--- config.mk ---
export PLATFORM = sky130hd
export DESIGN_NAME = sync_fifo_ext_flat
export DESIGN_NICKNAME = d
export VERILOG_FILES = /design/src/rtl/sync_fifo_ext_if.sv /design/src/rtl/sync_fifo_ext.sv /design/src/flat_wrapper.sv
export SDC_FILE = /design/constraint.sdc
export NUM_CORES = 1
export LEC_CHECK = 0
export BUFFER_PORTS_ARGS = -buffer_cell sky130_fd_sc_hd__buf_2
export CAP_MARGIN = 10
export CORE_MARGIN = 3
export CORE_UTILIZATION = 66
export CTS_BUF_LIST = sky130_fd_sc_hd__clkbuf_8
export DETAILED_ROUTE_END_ITERATION = 6
export GPL_TIMING_DRIVEN = 0
export PLACE_DENSITY = 0.87
export REMOVE_ABC_BUFFERS = 1
export SYNTH_ARGS = -nofsm -noshare
export SYNTH_HDL_FRONTEND = slang
export SYNTH_SLANG_ARGS = --single-unit
--- constraint.sdc ---
create_clock -name clk -period 4.2 [get_ports clk]
set_input_delay 0.84 -clock clk [delete_from_list [all_inputs] [get_ports clk]]
set_output_delay 0.84 -clock clk [all_outputs]
set_load 0.1 [all_outputs]
--- src/rtl/sync_fifo_ext_if.sv ---
// Write/read handshake, data and status bundle for sync_fifo_ext.
// master = FIFO user, slave = the FIFO itself.
interface sync_fifo_ext_if #(
    parameter int WIDTH = 8,
    parameter int DEPTH = 8,
    parameter int CW    = $clog2(DEPTH + 1)
);
    logic             flush_i;
    logic             wr_en_i;
    logic [WIDTH-1:0] write_data_i;
    logic             rd_en_i;
    logic [WIDTH-1:0] read_data_o;
    logic             full_o;
    logic             empty_o;
    logic             almost_full_o;
    logic             almost_empty_o;
    logic [CW-1:0]    count_o;
    logic             overflow_o;
    logic             underflow_o;

    modport master (
        output flush_i, wr_en_i, write_data_i, rd_en_i,
        input  read_data_o, full_o, empty_o, almost_full_o, almost_empty_o,
               count_o, overflow_o, underflow_o
    );

    modport slave (
        input  flush_i, wr_en_i, write_data_i, rd_en_i,
        output read_data_o, full_o, empty_o, almost_full_o, almost_empty_o,
               count_o, overflow_o, underflow_o
    );
endinterface

--- src/rtl/sync_fifo_ext.sv ---
// Single-clock FIFO, any DEPTH >= 2, standard or first-word-fall-through read,
// occupancy count, almost thresholds, flush and sticky overflow/underflow.
module sync_fifo_ext #(
    parameter int DEPTH = 8,
    parameter int WIDTH = 8,
    parameter bit FWFT  = 1'b0,
    parameter int AF_TH = DEPTH - 1,
    parameter int AE_TH = 1,
    parameter int CW    = $clog2(DEPTH + 1)
) (
    input logic            clk,
    input logic            rst_n,
    sync_fifo_ext_if.slave bus
);
    localparam int PW = (DEPTH > 1) ? $clog2(DEPTH) : 1;

    logic [WIDTH-1:0] mem [DEPTH];
    logic [PW-1:0]    wr_ptr;
    logic [PW-1:0]    rd_ptr;
    logic [CW-1:0]    count;
    logic             ovf_q;
    logic             unf_q;
    logic             full;
    logic             empty;
    logic             rd_acc;
    logic             wr_acc;

    // Explicit wrap so non-power-of-2 depths never index past the last entry.
    function automatic logic [PW-1:0] ptr_inc(input logic [PW-1:0] p);
        return (p == PW'(DEPTH - 1)) ? '0 : p + PW'(1);
    endfunction

    assign full   = (count == CW'(DEPTH));
    assign empty  = (count == '0);
    assign rd_acc = bus.rd_en_i & ~empty;
    assign wr_acc = bus.wr_en_i & (~full | rd_acc);

    always_ff @(posedge clk) begin
        if (!rst_n || bus.flush_i) begin
            wr_ptr <= '0;
            rd_ptr <= '0;
            count  <= '0;
            ovf_q  <= 1'b0;
            unf_q  <= 1'b0;
        end else begin
            if (wr_acc) wr_ptr <= ptr_inc(wr_ptr);
            if (rd_acc) rd_ptr <= ptr_inc(rd_ptr);
            if (wr_acc && !rd_acc)      count <= count + CW'(1);
            else if (rd_acc && !wr_acc) count <= count - CW'(1);
            if (bus.wr_en_i && !wr_acc) ovf_q <= 1'b1;
            if (bus.rd_en_i && !rd_acc) unf_q <= 1'b1;
        end
    end

    // When full, a simultaneous pop reads the old word at the same slot.
    always_ff @(posedge clk) begin
        if (rst_n && !bus.flush_i && wr_acc) mem[wr_ptr] <= bus.write_data_i;
    end

    if (FWFT) begin : g_fwft
        assign bus.read_data_o = mem[rd_ptr];
    end else begin : g_std
        logic [WIDTH-1:0] rdata_q;
        always_ff @(posedge clk) begin
            if (!rst_n || bus.flush_i) rdata_q <= '0;
            else if (rd_acc)           rdata_q <= mem[rd_ptr];
        end
        assign bus.read_data_o = rdata_q;
    end

    assign bus.full_o         = full;
    assign bus.empty_o        = empty;
    assign bus.almost_full_o  = (int'(count) >= AF_TH);
    assign bus.almost_empty_o = (int'(count) <= AE_TH);
    assign bus.count_o        = count;
    assign bus.overflow_o     = ovf_q;
    assign bus.underflow_o    = unf_q;
endmodule

--- src/flat_wrapper.sv ---
// flat-port wrapper written by rule: the top's interface ports become plain ports
module sync_fifo_ext_flat 
#(
    parameter int DEPTH = 8,
    parameter int WIDTH = 8,
    parameter bit FWFT  = 1'b0,
    parameter int AF_TH = DEPTH - 1,
    parameter int AE_TH = 1,
    parameter int CW    = $clog2(DEPTH + 1)
)
  (clk, rst_n, bus_flush_i, bus_wr_en_i, bus_write_data_i, bus_rd_en_i, bus_read_data_o, bus_full_o, bus_empty_o, bus_almost_full_o, bus_almost_empty_o, bus_count_o, bus_overflow_o, bus_underflow_o);
  sync_fifo_ext_if #(.WIDTH(WIDTH), .DEPTH(DEPTH), .CW(CW)) bus_i ();
  input logic clk;
  input logic rst_n;
  input wire logic [$bits(bus_i.flush_i)-1:0] bus_flush_i;
  input wire logic [$bits(bus_i.wr_en_i)-1:0] bus_wr_en_i;
  input wire logic [$bits(bus_i.write_data_i)-1:0] bus_write_data_i;
  input wire logic [$bits(bus_i.rd_en_i)-1:0] bus_rd_en_i;
  output wire logic [$bits(bus_i.read_data_o)-1:0] bus_read_data_o;
  output wire logic [$bits(bus_i.full_o)-1:0] bus_full_o;
  output wire logic [$bits(bus_i.empty_o)-1:0] bus_empty_o;
  output wire logic [$bits(bus_i.almost_full_o)-1:0] bus_almost_full_o;
  output wire logic [$bits(bus_i.almost_empty_o)-1:0] bus_almost_empty_o;
  output wire logic [$bits(bus_i.count_o)-1:0] bus_count_o;
  output wire logic [$bits(bus_i.overflow_o)-1:0] bus_overflow_o;
  output wire logic [$bits(bus_i.underflow_o)-1:0] bus_underflow_o;
  assign bus_i.flush_i = bus_flush_i;
  assign bus_i.wr_en_i = bus_wr_en_i;
  assign bus_i.write_data_i = bus_write_data_i;
  assign bus_i.rd_en_i = bus_rd_en_i;
  assign bus_read_data_o = bus_i.read_data_o;
  assign bus_full_o = bus_i.full_o;
  assign bus_empty_o = bus_i.empty_o;
  assign bus_almost_full_o = bus_i.almost_full_o;
  assign bus_almost_empty_o = bus_i.almost_empty_o;
  assign bus_count_o = bus_i.count_o;
  assign bus_overflow_o = bus_i.overflow_o;
  assign bus_underflow_o = bus_i.underflow_o;
  sync_fifo_ext #(.DEPTH(DEPTH), .WIDTH(WIDTH), .FWFT(FWFT), .AF_TH(AF_TH), .AE_TH(AE_TH), .CW(CW)) u_core (.clk(clk), .rst_n(rst_n), .bus(bus_i));
endmodule
==> results of run 1 <==
-- Yosys cell counts, types with 2 or more instances --
master / instances
a211oi_1: 7
buf_2: 2
buf_6: 2
mux4_1: 7
or3_1: 4
nor2_1: 21
inv_1: 3
nand2_1: 11
ha_1: 9
a21oi_1: 11
xor2_1: 2
o22ai_1: 8
clkbuf_1: 5
mux2i_1: 17
edfxtp_1: 64
nand2b_1: 5
nor2b_1: 2
nor3_1: 12
dfxtp_1: 20
-- stage by stage --
step	power, W	setup WS [ns]	cells	util, %
CTS	0.00191	0.806	332	79.4
floorplan	0.00115	-0.00663	217	-
detailed placement	0.00121	0.836	316	74.3
global placement	0.00120	0.685	314	73.5
finish	0.00189	0.784	332	79.4
global route	0.00196	0.505	332	79.4
-- sequential cells by signal (all words and copies together) (netlist names) --
register / flops
u_core.bus.underflow_o: 1
u_core.rd_ptr: 3
u_core.mem: 64
u_core.bus.overflow_o: 1
u_core.wr_ptr: 3
u_core.bus.count_o: 4
u_core.bus.read_data_o: 8
-- report_power, final --
| part | switching, W | internal, W | total (W) |
|---|---|---|---|
| clock network | 0.000287 | 0.000411 | 0.000698 |
| logic | 0.000208 | 0.0000663 | 0.000274 |
| registers | 0.0000161 | 0.000906 | 0.000922 |
-- how the worst max path moves through the flow --
stage	cells past startpoint	to	slack (ns)	startpoint
floorplan	3	bus_almost_empty_o	-0.007	u_core.bus.count_o[0]
detailed placement	8	u_core.bus.count_o[3]	0.84	bus_rd_en_i
global route	10	u_core.bus.count_o[3]	0.50	u_core.bus.count_o[0]
CTS	10	u_core.bus.count_o[3]	0.81	u_core.bus.count_o[0]
finish	10	u_core.bus.count_o[3]	0.78	u_core.bus.count_o[0]
global placement	4	u_core.mem[0][4]	0.68	bus_flush_i
-- per-layer routing --
metal,global-route usage (%),vias up
met5,0,-
met4,12.9,0
li1,-,936
met1,31.8,1000
met3,5.50,20
met2,40.3,79
-- area by class of cell --
| class | count | area share (%) |
|---|---|---|
| flip-flops and latches | 84 | 59.9 |
| multi-input cells | 129 | 26.3 |
| clock inverters | 6 | 2.87 |
| inverters | 4 | 0.387 |
| repair buffers | 32 | 4.78 |
| well taps | 67 | 2.16 |
| clock buffers | 10 | 3.55 |
-- logic make-up (layout without fill, tap and decap cells) --
group	after synthesis	after routing	share of synthesized area, %
flops	84	84	67.8
simple gates	64	64	9.65
compound gates	28	28	4.97
mux	25	25	11.0
buf+inv	14	52	2.52
fa+ha+maj	9	9	3.29
xor+xnor	3	3	0.767
-- cell usage in the layout, fill, tap and decap left out, drive strengths merged --
master	Yosys	layout
clkinvlp	0	1
or2	1	1
bufinv	0	3
xor2	2	2
a211oi	7	7
clkinv	0	2
or3	4	4
ha	9	9
nand4b	1	1
mux4	8	8
mux2i	17	17
edfxtp	64	64
nor2b	2	2
dfxtp	20	20
clkbuf	5	10
a21o	1	1
nand4	1	1
nor2	21	21
inv	4	4
o21ai	1	1
xnor2	1	1
nor3	12	12
nand2b	6	6
nor3b	1	1
and3b	1	1
nor4bb	1	1
buf	5	32
nand3b	1	1
nand2	11	11
o22ai	8	8
a21oi	11	11
or4	1	1
-- critical path, stage by stage, from the launching register on --
cell	delay, ns
dfxtp_1	0.48
inv_1	0.10
ha_1	0.23
nor3b_2	0.17
nor2b_1	0.80
inv_2	0.32
ha_1	0.36
or4_1	0.42
a21oi_1	0.20
xnor2_1	0.13
nor2_1	0.06
==> run metrics, run 1 <==
Yosys cell types 34; Die ar. 6090 um2; buffer count from post-CTS setup fixing 0; Hold Path Origin u_core.bus.underflow_o; Setup crit end kind flip-flop; # Max-Cap Violations 0; Tot GR Track Use 24.9%; CP Class reg2reg; Via density 6.13; Critical Path AT 3.62 ns; Worst Hold Class reg2reg; worst r2r src u_core.bus.count_o[0]; P_leak 1.36 nW; worst IR drop on VDD 0.462 mV; CTS tree done; pwr dens 489 nW/um2; sequential area share after synthesis 67.8%; end of the worst register-to-register path u_core.bus.count_o[3]; I/O pins 31; slew margin rel. 31.5%; # clock sinks 84; Yosys top cell area share 56.1%; Nets 282; die span in y 78.0 um; vias in the first global route 2059; fin crit period 3.42 ns; clk_skew 0.0130 ns; htree depth 3; TNS Setup 0 ns; drt wl/cell 20.3 um; fin. max-slew vios 0; Placer Congestion 0.794; Synthesis Warnings 0; global-route wire length before repair 10900 um; DRT antenna net count 0; grt ovf 0; Fin. Hold Viols 0; fin crit share 81.3%; met2 WL post-DR 3400 um; initial antenna violation count 0; WHS Path Cells 2; Register Area 2320 um2; Ant. Diodes 0; Detail Placement HPWL 3920 um; Die Span X 78.0 um; drt drc 0; Reg2Reg Depth 10; Worst-path clk slew 0.08 ns; Skew-Pair Late Insertion Delay 0.36 ns; Main synth FF type edfxtp_1; worst slew pin tran 1.03 ns; Post-Syn Area 3420 um2; WHS 0.474 ns; maximum clock frequency 293 MHz; Detail Route met3 WL 444 um; Avg Inst Size Synth 15.1 um2; initial drt markers 182; outcome completed; final setup fails 0; area of the multi-input gates 1020 um2; number of synthesized flops with an enable pin 64; synthesized flop and latch total 84; IO Port Bufs 30; vias 2035; core area 4880 um2; post-synth top area cell edfxtp_1; Starting Density 70.2%; synth top area cells edfxtp_1 56%, dfxtp_1 12%, mux4_1 5.4%; FF-to-FF setup slack 0.78 ns; Placement Rows 25; Num CTS Buffers 9; Design Area, Final 3880 um2; hold_buf cts 0; ys async rst share 0%; worst path required time 4.41 ns; placed cell area 3630 um2; area grow syn2layout 13.2%; RSZ-0062 raised after global routing false; Syn Inst Count 227; Crit Path Max Fanout 13; Startpoint Class flip-flop; final WL 6750 um; first-pass detailed-route iteration total 4; Fillers 269; Worst Hold Path EP u_core.bus.underflow_o; top sig layer met4; CTS root buffer clkbuf_8; clock buffer depth 2; layout cell share with drive strength beyond 1 20.4%; largest net degree at the start of global routing 22; post-cts sizing count 0; Metal-1 WL 2680 um
Note: power is estimated with default switching activity, not from simulation.
==> inputs of run 2 (changes only) <==
Settings changed: CORE_UTILIZATION 66 to 61, PLACE_DENSITY 0.87 to 0.81.
Clock period 4.2 ns to 3.55 ns, I/O delays scaled along.
==> run 2 against run 1 <==
- sequential power grew 18%
- fmax grew 0.15%
- non-clock buffer count shrank 1
- register-to-register slack lost 0.64 ns
- total power grew 11%
- global-route usage shrank 2.9 points
- via count shrank 2.6%
- sequential share of layout area grew 0.70 points
- flip-flop and latch count is the same
- count of clock-buffer cells in the layout shrank 1
- combinational power grew 18%
- die area grew 7.6%
- critical path type unchanged
- critical endpoint unchanged
==> run metrics, run 2 (synthesis gave the netlist of run 1 again) <==
CTS root buffer clkbuf_8; CP Class reg2reg; fin util 72.7%; die span in y 80.9 um; drt drc 0; largest net degree at the start of global routing 22; htree depth 3; CP delay by family, top simple AND/OR/NAND/NOR gates; worst IR drop on VDD 0.378 mV; post-cts sizing count 0; WP buf/inv 2; pwr dens 550 nW/um2; critical path's slowest cell nor2b_1; max reg flops 64; Crit Path Max Fanout 13; Skew-Pair Late Insertion Delay 0.34 ns; Final Non-Filler Cells 334; hold_buf cts 0; FF-to-FF setup slack 0.14 ns; Tot GR Track Use 22.0%; met2 usage 36.0%; worst r2r src u_core.bus.count_o[0]; outcome completed; Register Area 2320 um2; DRT antenna net count 0; final WL 6400 um; Starting Density 65.0%; I/O pins 31; TNS Setup 0 ns; drt wl/cell 19.2 um; Hold Path Origin u_core.bus.overflow_o; worst slew pin tran 1.08 ns; Via density 5.94; global-route wire length before repair 10200 um; clock buffer depth 2; Placer Congestion 0.736; critical-path cell list inv_1 -> ha_1 -> nor3b_2 -> nor2b_1 -> inv_2 -> ha_1 -> or4_1 -> a21oi_1 -> xnor2_1 -> nor2_1; fin. max-slew vios 0; Reg2Reg Depth 10; maximum clock frequency 293 MHz; GR peak layer met2; first-pass detailed-route iteration total 4; Fillers 365; P_leak 1.36 nW; Die ar. 6550 um2; core area 5270 um2; Setup crit end kind flip-flop; fin crit share 96.1%; grt ovf 0; Most common cell on crit path ha_1; placed cell area 3630 um2; Fin. Hold Viols 0; CTS tree done; most frequent cells in the layout 64 x edfxtp_1, 30 x buf_2, 21 x nor2_1; layout cell share with drive strength beyond 1 18.6%; WHS Path Cells 2; Startpoint Class flip-flop; max incr delay on CP 0.84 ns; worst path required time 3.75 ns; initial drt markers 186; Ant. Diodes 0; Nets 281; Worst-path clk slew 0.07 ns; vias 1983; clk_skew 0.00578 ns; Worst Hold Class reg2reg; Num CTS Buffers 9; most common cell after layout, fill and taps aside edfxtp_1; area grow syn2layout 11.9%; initial antenna violation count 0; fin crit period 3.41 ns; buffer count from post-CTS setup fixing 0; Detail Placement HPWL 4000 um; RSZ-0062 raised after global routing false; # Max-Cap Violations 0; Die Span X 80.9 um; Critical Path AT 3.61 ns; final setup fails 0; slew margin rel. 27.9%; GRT met3 Usage 5.88%; vias in the first global route 2005; area of the multi-input gates 1030 um2; IO Port Bufs 30; Design Area, Final 3830 um2; # clock sinks 84; Worst Hold Path EP u_core.bus.overflow_o; met1 Use GR 27.9%; most flop-heavy register u_core.mem; placed cells 318; Placement Rows 26; end of the worst register-to-register path u_core.bus.count_o[3]
run 2: changes by cell type in the layout (fill, tap and decap cells not counted), sizes merged:
cell,delta
clkinv,-2
buf,-1
inv,+5
clkbuf,-1
clkinvlp,-1
bufinv,-1
run 2: per-stage QoR:
stage | power (W) | hold slack [ns] | worst slack, ns
final | 0.00211 | 0.466 | 0.139
after floorplan | 0.00136 | 0.470 | -0.527
after global routing | 0.00218 | 0.516 | 0.0240
after global placement | 0.00142 | 0.444 | 0.0917
after CTS | 0.00211 | 0.472 | 0.161
after detailed placement | 0.00143 | 0.455 | 0.213
run 2: worst reg2reg max path: stages (launching register included):
cell and delay [ns]:
dfxtp_1 0.45, inv_1 0.10, ha_1 0.23, nor3b_2 0.17, nor2b_1 0.84, inv_2 0.34, ha_1 0.36, or4_1 0.40
a21oi_1 0.19, xnor2_1 0.14, nor2_1 0.05
run 2: worst max path at each step:
stage | cells past startpoint | endpoint | startpoint
CTS | 10 | u_core.bus.count_o[3] | u_core.bus.count_o[0]
global placement | 4 | u_core.mem[0][7] | bus_flush_i
floorplan | 3 | bus_almost_empty_o | u_core.bus.count_o[0]
detailed placement | 10 | u_core.bus.count_o[3] | u_core.bus.count_o[0]
finish | 10 | u_core.bus.count_o[3] | u_core.bus.count_o[0]
global route | 10 | u_core.bus.count_o[3] | u_core.bus.count_o[0]
run 2: cell type report:
class	instances	area share (%)
clock buffer	9	3.23
clock inverter	7	2.06
inverter	4	0.392
multi-input combinational	129	26.8
sequential	84	60.6
tap	70	2.29
timing repair buffer	31	4.64
run 2: metal layers:
layer  wire, um  vias up
met3        452       12
met4        142        0
met5          0        -
met2       3190       72
met1       2610      969
li1           -      930
run 2: report_power, final:
| group | switching, W | total (W) | internal, W | leakage (nW) |
|---|---|---|---|---|
| registers | 0.0000183 | 0.00109 | 0.00107 | 0.739 |
| logic | 0.000244 | 0.000322 | 0.0000777 | 0.501 |
| clock network | 0.000310 | 0.000694 | 0.000384 | 0.120 |
